File: src/rtl/alu_multiciclo_pkg.sv
// rtl/alu_multiciclo_pkg.sv - shared opcodes and FSM states for alu_multiciclo (OP_DIV is live only with ALU_DIV_EN)
package alu_multiciclo_pkg;

  localparam logic [4:0] OP_NOT = 5'd0;
  localparam logic [4:0] OP_AND = 5'd1;
  localparam logic [4:0] OP_OR  = 5'd2;
  localparam logic [4:0] OP_NEG = 5'd3;
  localparam logic [4:0] OP_ADD = 5'd4;
  localparam logic [4:0] OP_SUB = 5'd5;
  localparam logic [4:0] OP_MUL = 5'd6;
  localparam logic [4:0] OP_DIV = 5'd7;

  typedef enum logic [1:0] {
    ESPERA = 2'd0,
    ITERA  = 2'd1,
    FIN    = 2'd2
  } estado_t;

endpackage

File: src/rtl/alu_iterativo.sv
// rtl/alu_iterativo.sv - shared shift register/accumulator: shift-add MUL and, with ALU_DIV_EN, restoring DIV
module alu_iterativo
  import alu_multiciclo_pkg::*;
#(
  parameter int BITS_DATA = 32
) (
  input  logic                 clk,
  input  logic                 reset,
  input  logic                 cargar,
  input  logic                 paso,
`ifdef ALU_DIV_EN
  input  logic                 es_div,
`endif
  input  logic [BITS_DATA-1:0] a,
  input  logic [BITS_DATA-1:0] b,
  output logic                 ultimo,
  output logic [BITS_DATA-1:0] res,
  output logic                 c,
  output logic                 o
);

  localparam int CW = $clog2(BITS_DATA);

  logic [BITS_DATA-1:0] acc_q, q_q, m_q, acc_d, q_d, sumando;
  logic [BITS_DATA:0]   suma;
  logic [CW-1:0]        cuenta_q;
`ifdef ALU_DIV_EN
  logic                 div_q;
  logic [BITS_DATA:0]   desplazado;
`endif

  // acc:q is one double-width register; MUL shifts right, DIV shifts left
  always_comb begin
    sumando = q_q[0] ? m_q : '0;
    suma    = {1'b0, acc_q} + {1'b0, sumando};
    acc_d   = suma[BITS_DATA:1];
    q_d     = {suma[0], q_q[BITS_DATA-1:1]};
`ifdef ALU_DIV_EN
    desplazado = {acc_q, q_q[BITS_DATA-1]};
    if (div_q) begin
      if (desplazado >= {1'b0, m_q}) begin
        acc_d = BITS_DATA'(desplazado - {1'b0, m_q});
        q_d   = {q_q[BITS_DATA-2:0], 1'b1};
      end else begin
        acc_d = desplazado[BITS_DATA-1:0];
        q_d   = {q_q[BITS_DATA-2:0], 1'b0};
      end
    end
`endif
  end

  assign ultimo = (cuenta_q == CW'(BITS_DATA - 1));
  assign res    = q_d;
  assign c      = (acc_d != '0);
`ifdef ALU_DIV_EN
  assign o      = div_q ? 1'b0 : c;
`else
  assign o      = c;
`endif

  always_ff @(posedge clk or posedge reset) begin
    if (reset) begin
      acc_q    <= '0;
      q_q      <= '0;
      m_q      <= '0;
      cuenta_q <= '0;
`ifdef ALU_DIV_EN
      div_q    <= 1'b0;
`endif
    end else if (cargar) begin
      acc_q    <= '0;
      cuenta_q <= '0;
`ifdef ALU_DIV_EN
      div_q    <= es_div;
      q_q      <= es_div ? a : b;
      m_q      <= es_div ? b : a;
`else
      q_q      <= b;
      m_q      <= a;
`endif
    end else if (paso) begin
      acc_q    <= acc_d;
      q_q      <= q_d;
      cuenta_q <= cuenta_q + CW'(1);
    end
  end

endmodule

File: src/rtl/alu_multiciclo.sv
// rtl/alu_multiciclo.sv - multicycle ALU top: FSM, single-step ops, result/flag registers; ALU_DIV_EN enables OP_DIV
module alu_multiciclo
  import alu_multiciclo_pkg::*;
#(
  parameter int BITS_DATA = 32
) (
  input  logic                 clk,
  input  logic                 reset,
  input  logic                 inicio,
  input  logic [4:0]           opcode,
  input  logic [BITS_DATA-1:0] operando_a,
  input  logic [BITS_DATA-1:0] operando_b,
  output logic                 ocupado,
  output logic                 listo,
  output logic [BITS_DATA-1:0] resultado,
  output logic                 C,
  output logic                 S,
  output logic                 O,
  output logic                 Z,
  output logic                 error
);

  localparam int MSB = BITS_DATA - 1;
  localparam logic [BITS_DATA-1:0] MAS_NEGATIVO = {1'b1, {(BITS_DATA-1){1'b0}}};

  estado_t              estado_q, estado_d;
  logic                 acepta, iterativo, ultimo, it_c, it_o;
  logic [BITS_DATA-1:0] it_res, res_uno;
  logic                 c_uno, o_uno, err_uno;
  logic [BITS_DATA:0]   suma_ext;

  assign acepta = inicio && (estado_q == ESPERA);
`ifdef ALU_DIV_EN
  // division by zero is resolved in one step, so it never enters ITERA
  assign iterativo = (opcode == OP_MUL) || ((opcode == OP_DIV) && (operando_b != '0));
`else
  assign iterativo = (opcode == OP_MUL);
`endif

  always_ff @(posedge clk or posedge reset) begin
    if (reset) estado_q <= ESPERA;
    else       estado_q <= estado_d;
  end

  always_comb begin
    estado_d = estado_q;
    ocupado  = 1'b0;
    listo    = 1'b0;
    case (estado_q)
      ESPERA: if (inicio) estado_d = iterativo ? ITERA : FIN;
      ITERA: begin
        ocupado = 1'b1;
        if (ultimo) estado_d = FIN;
      end
      FIN: begin
        ocupado  = 1'b1;
        listo    = 1'b1;
        estado_d = ESPERA;
      end
      default: estado_d = ESPERA;
    endcase
  end

  always_comb begin
    res_uno  = '0;
    c_uno    = 1'b0;
    o_uno    = 1'b0;
    err_uno  = 1'b0;
    suma_ext = '0;
    case (opcode)
      OP_NOT: res_uno = ~operando_a;
      OP_AND: res_uno = operando_a & operando_b;
      OP_OR:  res_uno = operando_a | operando_b;
      OP_NEG: begin
        res_uno = '0 - operando_a;
        o_uno   = (operando_a == MAS_NEGATIVO);
      end
      OP_ADD: begin
        suma_ext = {1'b0, operando_a} + {1'b0, operando_b};
        res_uno  = suma_ext[BITS_DATA-1:0];
        c_uno    = suma_ext[BITS_DATA];
        o_uno    = (operando_a[MSB] == operando_b[MSB]) && (res_uno[MSB] != operando_a[MSB]);
      end
      OP_SUB: begin
        res_uno = operando_a - operando_b;
        c_uno   = (operando_a < operando_b);
        o_uno   = (operando_a[MSB] != operando_b[MSB]) && (res_uno[MSB] != operando_a[MSB]);
      end
`ifdef ALU_DIV_EN
      OP_DIV: begin
        res_uno = '1;
        o_uno   = 1'b1;
      end
`endif
      default: err_uno = 1'b1;
    endcase
  end

  alu_iterativo #(.BITS_DATA(BITS_DATA)) u_iterativo (
    .clk    (clk),
    .reset  (reset),
    .cargar (acepta && iterativo),
    .paso   (estado_q == ITERA),
`ifdef ALU_DIV_EN
    .es_div (opcode == OP_DIV),
`endif
    .a      (operando_a),
    .b      (operando_b),
    .ultimo (ultimo),
    .res    (it_res),
    .c      (it_c),
    .o      (it_o)
  );

  // results are captured on the edge that enters FIN and held until the next one
  always_ff @(posedge clk or posedge reset) begin
    if (reset) begin
      resultado <= '0;
      {C, S, O, Z, error} <= '0;
    end else if (acepta && !iterativo) begin
      resultado <= res_uno;
      C         <= c_uno;
      O         <= o_uno;
      S         <= !err_uno && res_uno[MSB];
      Z         <= !err_uno && (res_uno == '0);
      error     <= err_uno;
    end else if ((estado_q == ITERA) && ultimo) begin
      resultado <= it_res;
      C         <= it_c;
      O         <= it_o;
      S         <= it_res[MSB];
      Z         <= (it_res == '0);
      error     <= 1'b0;
    end
  end

endmodule

File: config.mk
export PLATFORM = sky130hd
export DESIGN_NAME = alu_multiciclo
export DESIGN_NICKNAME = d
export VERILOG_FILES = /design/src/rtl/alu_multiciclo_pkg.sv /design/src/rtl/alu_iterativo.sv /design/src/rtl/alu_multiciclo.sv
export SDC_FILE = /design/constraint.sdc
export NUM_CORES = 1
export LEC_CHECK = 0
export CAP_MARGIN = 20
export CORE_MARGIN = 2
export CORE_UTILIZATION = 28
export CTS_BUF_LIST = sky130_fd_sc_hd__clkbuf_4
export DETAILED_ROUTE_END_ITERATION = 12
export HOLD_SLACK_MARGIN = 0.15
export PLACE_DENSITY = 0.5
export SLEW_MARGIN = 40
export SYNTH_ARGS = -nofsm -noshare
export SYNTH_HDL_FRONTEND = slang
export SYNTH_HIERARCHICAL = 1
export SYNTH_SLANG_ARGS = --single-unit
File: constraint.sdc
create_clock -name clk -period 9.4 [get_ports clk]
set_input_delay 0.94 -clock clk [delete_from_list [all_inputs] [get_ports clk]]
set_output_delay 0.94 -clock clk [all_outputs]
set_load 0.02 [all_outputs]
==> impl_metrics.ini, run 1 <==
[outcome]
status = finished clean

[power]
pwr-share-comb_pct = 57.0
seqPwrFrac_pct = 31.7
p_sw_uw = 1620
p_int_uw = 1780
p_clk_share_pct = 11.3
switching_share_pct = 47.6
powerDensity_nw_per_um2 = 205
vdd_drop_max_uv = 67.2
power.leakage_uw = 0.00689

[yosys]
syn_nets = 2077
synth_warnings = 6
syn_inst = 1862
ys_seq_area_share_pct = 23.4
ys_types = 102
synth_seq_cells = 139
synthArstFlopShare_pct = 100
synth_area_um2 = 14900
synth-edff-count = 0
synth_flop_cell = dfrtp_1
avgSynthCellArea_um2 = 7.99

[placement]
dp.cells = 2539
dp_slack_ps = 3570
io_buffers = 110
dp_hpwl_um = 44700
gp_congestion = 0.916

[worst_setup_path]
start_kind = input port
crit_path_max_fanout = 8
cp.required_ps = 9920
crit_type = input port to flip-flop
cp-end-kind = flip-flop
arrival_ps = 5720

[timing]
fin_crit_sh_pct = 55.3
worst_slew_pin_slew_ps = 899
period_minus_slack_ps = 5200
max_freq_mhz = 192
rsz0062_at_grt = false
finalSetupTns_ps = 0
fin_skew_ps = 29.3
hold_violations = 0
slew_headroom_pct = 39.9
final-max-slew-violation-count = 0
fin_ws_ps = 4200
hold-worst-slack_ps = 509
setup_violations = 0

[floorplan]
row_count = 84
core_um2 = 52600
die_y_um = 234
start_util_pct = 28.3
io_pins = 111
die-area_um2 = 55000
fp.dieW_um = 234

[cells_and_area]
ff_latch_area_um2 = 3480
utilization_pct = 31.6
fill_cells = 5622
stdcell_count = 2571
layout.nets = 2085
most-common-layout-cells = a21oi_1 (167), nand2_1 (140), nor2_1 (140)
area_delta_synth_final_pct = 11.6
multi_input_area_um2 = 10300
final_common_cell = a21oi_1
drive_above_1_share_pct = 7.34

[detailed_routing]
dr_total_vias = 14300
ant_nets = 0
drtPass1Iterations = 5
drt-vias-per-instance = 5.57
drt_iter0_drc = 1518
drcViolationCount = 0
drt-total-wl_um = 57800
wl_per_cell_um = 22.5

[cts]
cts_tree = done
clock_sinks = 139
clk_path_buf_depth = 2
holdBufCountCts = 0
cts_setup_buffers = 0
numCtsBuffers = 17
clkTransAtPathRegs_ps = 110
cts.repair.resized = 0
cts_root_buf = clkbuf_4
cts_max_level = 4
clock_latency_ps = 600

[global_routing]
grt_first_pass_wirelength_um = 87900
antenna_found_initial = 1
overflow = 0
grt_pass1_vias = 14100
grt_max_degree = 65
grt.total_usage_pct = 21.0

[job]
drv_cap = 0

[hold_path]
hold_path_class = flip-flop to flip-flop
logic make-up after synthesis:
logic type | after synthesis | share of synthesized area (%)
XOR/XNOR | 65 | 3.83
flip-flops | 139 | 23.4
AND/OR/NAND/NOR | 583 | 20.0
multiplexers | 114 | 7.95
adder cells (fa/ha/maj) | 143 | 12.2
buffers and inverters | 255 | 7.83
AO/OA/AOI/OAI | 563 | 24.8
critical path, stage by stage:
cell	delay [ps]
clkdlybuf4s50_1	790
inv_1	240
ha_1	560
inv_1	120
a21o_1	230
o2111a_1	270
nor3_1	520
a2111o_1	370
a2111oi_0	150
a2111oi_1	720
nand4_1	210
a2111oi_2	310
nand4_1	160
o21ai_1	110
power by group through the flow:
stage                     Combinational, uW  Clock, uW  Sequential [uW]
final                                  1930        383             1080
after CTS                              1920        397             1080
after detailed placement               1910          0             1090
after global placement                 1900          0             1080
after floorplan                        1360          0             1040
after global routing                   2120        425             1110
path summary, 6_finish.rpt:
| path | slack (ps) | start | end | cells past startpoint |
|---|---|---|---|---|
| worst min register to register | 510 | u_iterativo/m_q[28] | u_iterativo/m_q[28] | 1 |
| worst max register to register | 5340 | u_iterativo/q_q[0] | C | 15 |
| worst min-delay path | 510 | u_iterativo/m_q[28] | u_iterativo/m_q[28] | 1 |
| min in group asynchronous | 820 | reset | resultado[24] | 2 |
| max in group asynchronous | 7300 | reset | u_iterativo/q_q[0] | 3 |
| worst max-delay path | 4200 | operando_a[5] | Z | 14 |
synth_stat cells, types with 6 or more instances:
cell	instances	area, um2
nor4_1	29	181
buf_4	33	248
mux2i_1	81	811
buf_1	10	37.5
or3_1	11	68.8
o21bai_1	12	90.1
a31oi_1	15	93.8
nand2b_1	6	37.5
and2_1	37	231
o21ai_0	127	636
or4_1	6	45.0
mux2_2	32	360
a221oi_1	6	52.6
nand2_1	141	529
and3_1	31	194
nor2b_1	22	138
a21o_1	17	128
o21a_1	14	105
o22ai_1	13	81.3
a2111oi_0	9	78.8
o211ai_1	24	180
clkbuf_1	89	334
nand4_1	25	156
clkbuf_8	7	96.3
nor3_1	49	245
o2111ai_1	6	52.6
xnor2_1	46	403
xor2_1	19	166
a211o_1	6	52.6
ha_1	140	1750
and4_1	6	52.6
o221ai_1	9	78.8
inv_1	111	417
a211oi_1	45	338
o31ai_1	17	128
nand3_1	40	200
a21oi_1	167	836
nor2_1	142	533
dfrtp_1	139	3480
layer usage:
metal	track usage [%]	vias up	wire length (um)
met5	0	-	0
met4	5.44	0	1090
met3	1.90	66	2600
met2	34.5	449	27100
met1	29.4	7057	26900
li1	-	6753	-
sequential cells by signal, summed over array words and instances, names as in the netlist:
register              cells
u_iterativo/acc_q        32
u_iterativo/m_q          32
u_iterativo/q_q          32
resultado                31
u_iterativo/cuenta_q      5
estado_q                  2
C                         1
O                         1
S                         1
Z                         1
error                     1
stage by stage:
stage / instance area, um2 / total power (uW)
after floorplan: 14900 / 2400
after global placement: 16300 / 2980
after detailed placement: 16300 / 3000
after CTS: 16600 / 3390
after global routing: 16600 / 3650
final: 16600 / 3390
cell type report:
cell class,count,area share [%]
timing repair buffer,132,7.64
inverter,112,2.56
sequential,139,21.0
clock inverter,9,0.619
tap,688,5.19
clock buffer,20,0.905
antenna,3,0.0453
multi-input combinational,1468,62.1
No activity file was read; power rests on OpenSTA's default activity.
==> run 2, diff against run 1 <==
clock period = 5 ns   (was 9.4 ns; I/O delays follow)
==> run 2 against run 1 <==
  * Cell area is 3.8% higher
  * Sequential share of layout area down 0.76 points
  * Die area did not move
  * Global-route usage rose by 0.30 points
  * Routed wire length increased by 3.5%
  * Sequential power is 86% higher
  * Clock power is 110% higher
  * Largest cell class unchanged
  * Combinational power is 93% higher
==> impl_metrics.ini, run 2 (synthesis gave the netlist of run 1 again) <==
[outcome]
status = finished clean

[global_routing]
grt.total_usage_pct = 21.3
overflow = 0
grt_max_degree = 71
grt_pass1_vias = 14200
antenna_found_initial = 2
grt_first_pass_wirelength_um = 88700

[worst_setup_path]
path_cells = clkdlybuf4s50_1 -> inv_1 -> ha_1 -> a21o_1 -> a221o_1 -> a41oi_1 -> a21oi_1 -> nand2_1 -> mux2i_1 -> or4_1 -> nor4_1 -> nor4b_1 -> nand4_1 -> o21ai_1
crit_end = Z
cp.required_ps = 5530
arrival_ps = 5060
cp-end-kind = flip-flop
reg2regPathDepth = 15
startpoint = operando_b[3]
crit_family = simple AND/OR/NAND/NOR gates
reg2reg_setup_slack_ps = 990
critPathMaxStageDelay_ps = 680
critPathBufInv = 2
crit_path_max_fanout = 7
start_kind = input port
timing.rr.start = u_iterativo/q_q[0]
r2r-end = C
critPathSlowestCell = nor4b_1
cp.depth = 14
crit_type = input port to flip-flop

[timing]
fin_skew_ps = 21.6
worst_slew_pin_slew_ps = 858
hold_violations = 0
setup_violations = 0
max_freq_mhz = 221
final-max-slew-violation-count = 0
rsz0062_at_grt = false
period_minus_slack_ps = 4530
finalSetupTns_ps = 0
fin_crit_sh_pct = 90.5
slew_headroom_pct = 41.4

[cts]
clock_sinks = 139
clock_latency_ps = 590
cts.repair.resized = 0
clkTransAtPathRegs_ps = 140
numCtsBuffers = 17
clk_path_buf_depth = 2
holdBufCountCts = 0
cts_setup_buffers = 0
cts_max_level = 4
cts_tree = done
cts_root_buf = clkbuf_4

[detailed_routing]
wl_met3_um = 3770
dr.max_layer_used = met4
routed-wl-met2_um = 26500
drt_iter0_drc = 1596
wl_met1_um = 27600
ant_nets = 0
dr_total_vias = 14900
wl_per_cell_um = 22.6
drcViolationCount = 0
drt-total-wl_um = 59800
drtPass1Iterations = 6
drt-vias-per-instance = 5.63

[power]
p_total_uw = 6540
vdd_drop_max_uv = 144
powerDensity_nw_per_um2 = 380
power.leakage_uw = 0.00728

[cells_and_area]
layout.nets = 2162
drive_above_1_share_pct = 10.9
utilization_pct = 32.8
area_delta_synth_final_pct = 15.8
stdcell_count = 2649
most-common-layout-cells = a21oi_1 (167), nor2_1 (141), nand2_1 (140)
reg_top3 = u_iterativo/acc_q (32), u_iterativo/m_q (32), u_iterativo/q_q (32)
fill_cells = 5608
final_common_cell = a21oi_1

[job]
drv_cap = 0

[floorplan]
die-area_um2 = 55000
core_um2 = 52600
start_util_pct = 28.3
io_pins = 111
row_count = 84
fp.dieW_um = 234
die_y_um = 234

[hold_path]
hold_path_class = input port to asynchronous set/reset pin

[placement]
dp.cells = 2616
gp_congestion = 0.982
io_buffers = 110
dp_hpwl_um = 47200
-- run 2: stage by stage --
step | setup slack [ps] | instance area (um2) | hold WS (ps)
floorplan | 1440 | 14900 | 472
global placement | 39.7 | 16900 | 483
detailed placement | -4.88 | 16900 | 488
CTS | 656 | 17200 | 395
global route | 470 | 17200 | 409
finish | 474 | 17200 | 434
-- run 2: power by group --
group	total [uW]	switching [uW]	internal [uW]	leakage, uW
Sequential	2010	441	1570	0.00166
Combinational	3720	2200	1520	0.00546
Clock	809	450	360	0.000156
-- run 2: final cells by class --
type | instances | area (um2) | share of cell area, %
clock inverters | 12 | 149 | 0.865
repair buffers | 209 | 1850 | 10.8
multi-input cells | 1468 | 10300 | 59.8
well taps | 688 | 861 | 5.00
diodes | 1 | 2.50 | 0.0145
inverters | 112 | 428 | 2.49
clock buffers | 20 | 150 | 0.872
flip-flops and latches | 139 | 3480 | 20.2
-- run 2: metal layers --
metal / vias to the layer above / track usage [%]
li1: 6926 / -
met1: 7246 / 30.2
met2: 632 / 33.4
met3: 100 / 2.46
met4: 0 / 7.08
met5: - / 0
-- run 2: worst register-to-register path, stage by stage, from the launching register on --
cell      delay, ps
dfrtp_2         600
and2_1          220
ha_1            210
fa_1            420
a21o_1          230
a221oi_4        410
o21ai_2         110
xor2_1          160
o21bai_1        190
nor4_2          330
nand4_1         190
nor4_1          300
nand4_1         180
nand3_1         130
nand3_1          90
o31a_1          120
-- run 2: worst min-delay path by stage --
stage	from	endpoint	cells after the start	slack, ps
floorplan	u_iterativo/m_q[21]	u_iterativo/m_q[21]	1	470
global placement	u_iterativo/m_q[29]	u_iterativo/m_q[29]	1	480
detailed placement	u_iterativo/m_q[29]	u_iterativo/m_q[29]	1	490
CTS	reset	resultado[26]	2	400
global route	reset	Z	2	410
finish	reset	resultado[26]	2	430
==> run 3, diff against run 2 <==
CORE_UTILIZATION = 52   (was 28)
PLACE_DENSITY = 0.78   (was 0.5)
==> run 3 against run 2 <==
  * Global-route usage up 13 points
  * Sequential power down 2%
  * Total power down 2.9%
  * Flip-flop and latch count unchanged
  * Critical path depth unchanged
  * Critical path type unchanged
  * Sequential share of layout area up 0.70 points
  * Die area down 45%
  * Clock power down 16%
==> impl_metrics.ini, run 3 (synthesis gave the netlist of run 1 again) <==
[timing]
period_minus_slack_ps = 4300
fin_skew_ps = 31.1
fin_crit_sh_pct = 85.9
hold-worst-slack_ps = 489
slew_headroom_pct = 48.6
worst_slew_pin_slew_ps = 752
rsz0062_at_grt = false
setup_violations = 0
max_freq_mhz = 233
finalSetupTns_ps = 0
hold_violations = 0
final-max-slew-violation-count = 0

[cts]
numCtsBuffers = 17
cts_setup_buffers = 0
cts_root_buf = clkbuf_4
clk_path_buf_depth = 2
cts_max_level = 4
clock_latency_ps = 520
clock_sinks = 139
clkTransAtPathRegs_ps = 140
holdBufCountCts = 0
cts.repair.resized = 0
cts_tree = done

[floorplan]
io_pins = 111
core_um2 = 27900
die_y_um = 173
die-area_um2 = 30000
fp.dieW_um = 173
start_util_pct = 53.2
row_count = 61

[detailed_routing]
drtPass1Iterations = 6
drt_iter0_drc = 1851
dr_total_vias = 15100
ant_nets = 0
drt-vias-per-instance = 6.51
drt-total-wl_um = 52600
wl_per_cell_um = 22.7
drcViolationCount = 0

[worst_setup_path]
critPathSlowestCell = a2111oi_0
critPathBufInv = 3
cp.required_ps = 5400
crit_path_max_fanout = 10
timing.rr.start = u_iterativo/q_q[0]
reg2reg_setup_slack_ps = 1000
arrival_ps = 4700
crit_family = compound AO/OA/AOI/OAI gates
critPathMaxStageDelay_ps = 780
crit_type = input port to flip-flop
path_cells = clkdlybuf4s50_1 -> inv_1 -> ha_1 -> and4_1 -> a41oi_1 -> a2111oi_0 -> buf_4 -> nor2_1 -> o41ai_1 -> nor3_1 -> a32oi_1 -> a2111oi_2 -> nand4_1 -> o21ai_1
cp-end-kind = flip-flop
start_kind = input port
startpoint = operando_b[6]

[global_routing]
overflow = 0
grt.total_usage_pct = 34.0
grt_pass1_vias = 14100
grt_first_pass_wirelength_um = 81100
grt_max_degree = 79
antenna_found_initial = 1

[power]
powerDensity_nw_per_um2 = 382
p_total_uw = 6350
vdd_drop_max_uv = 171
power.leakage_uw = 0.00719

[placement]
gp_congestion = 0.978
io_buffers = 110
dp_hpwl_um = 41300

[cells_and_area]
ff_latch_area_um2 = 3480
reg_top3 = u_iterativo/acc_q (32), u_iterativo/m_q (32), u_iterativo/q_q (32)
most-common-layout-cells = a21oi_1 (167), nor2_1 (141), nand2_1 (140)
area_delta_synth_final_pct = 11.9
final_common_cell = a21oi_1
multi_input_area_um2 = 10300
drive_above_1_share_pct = 9.94
fill_cells = 2593
layout.nets = 2143

[job]
drv_cap = 0

[hold_path]
hold_path_class = input port to asynchronous set/reset pin

[outcome]
status = finished clean
run 3: cell count changes in the layout (fill, tap and decap cells not counted):
cell        change
buf_4          -19
bufinv_16       -2
clkbuf_4        -2
clkinv_2        +1
clkinv_4        +1
clkinvlp_4      -1
inv_1           +1
inv_4           -1
inv_6           +3
nand2_2         -1
nand2_4         +1
nor3_1          +1
nor3_2          -1
run 3: where the power goes:
part           leakage [uW]  internal, uW  total [uW]  switching (uW)
clock network      0.000140           254         676             423
logic               0.00539          1500        3700            2200
registers           0.00166          1570        1970             394
run 3: through the flow:
step	setup WS (ps)	instances	cell area [um2]	util (%)
final	704	2320	16600	59.6
after global routing	440	2320	16600	59.6
after CTS	852	2319	16600	59.5
after detailed placement	297	2287	16400	58.6
after global placement	309	2287	16400	58.6
after floorplan	1440	1862	14900	-
run 3: layout make-up:
| type | count | share of cell area (%) |
|---|---|---|
| Sequential cell | 139 | 20.9 |
| Clock inverter | 14 | 0.730 |
| Inverter | 112 | 2.56 |
| Timing Repair Buffer | 190 | 10.3 |
| Clock buffer | 18 | 0.812 |
| Multi-Input combinational cell | 1468 | 61.9 |
| Tap cell | 378 | 2.84 |
| Antenna cell | 1 | 0.0150 |
run 3: worst reg2reg max path, stage by stage (launching register included):
cell      delay [ps]
dfrtp_2          590
and2_1           220
ha_1             200
fa_1             410
a21o_1           220
a221oi_4         420
o21ai_2          110
xor2_1           170
o21bai_1         180
nor4_2           340
nand4_1          180
nor4_1           300
nand4_1          210
nand3_1          160
nand3_1           90
o31a_1           110
run 3: path summary, 6_finish.rpt:
check / to / cells after the start
worst min-delay path: u_iterativo/acc_q[24] / 2
min in group clk: u_iterativo/m_q[10] / 1
worst min register to register: u_iterativo/m_q[10] / 1
worst max-delay path: Z / 14
max in group asynchronous: u_iterativo/m_q[12] / 3
worst max register to register: C / 15
run 3: routing by layer:
metal | vias up | global-route usage (%) | part of all wire [%]
met5 | - | 0 | 0
met2 | 909 | 53.6 | 44
met3 | 99 | 4.46 | 9.3
met4 | 0 | 9.11 | 2.6
li1 | 6889 | - | -
met1 | 7211 | 49.2 | 44
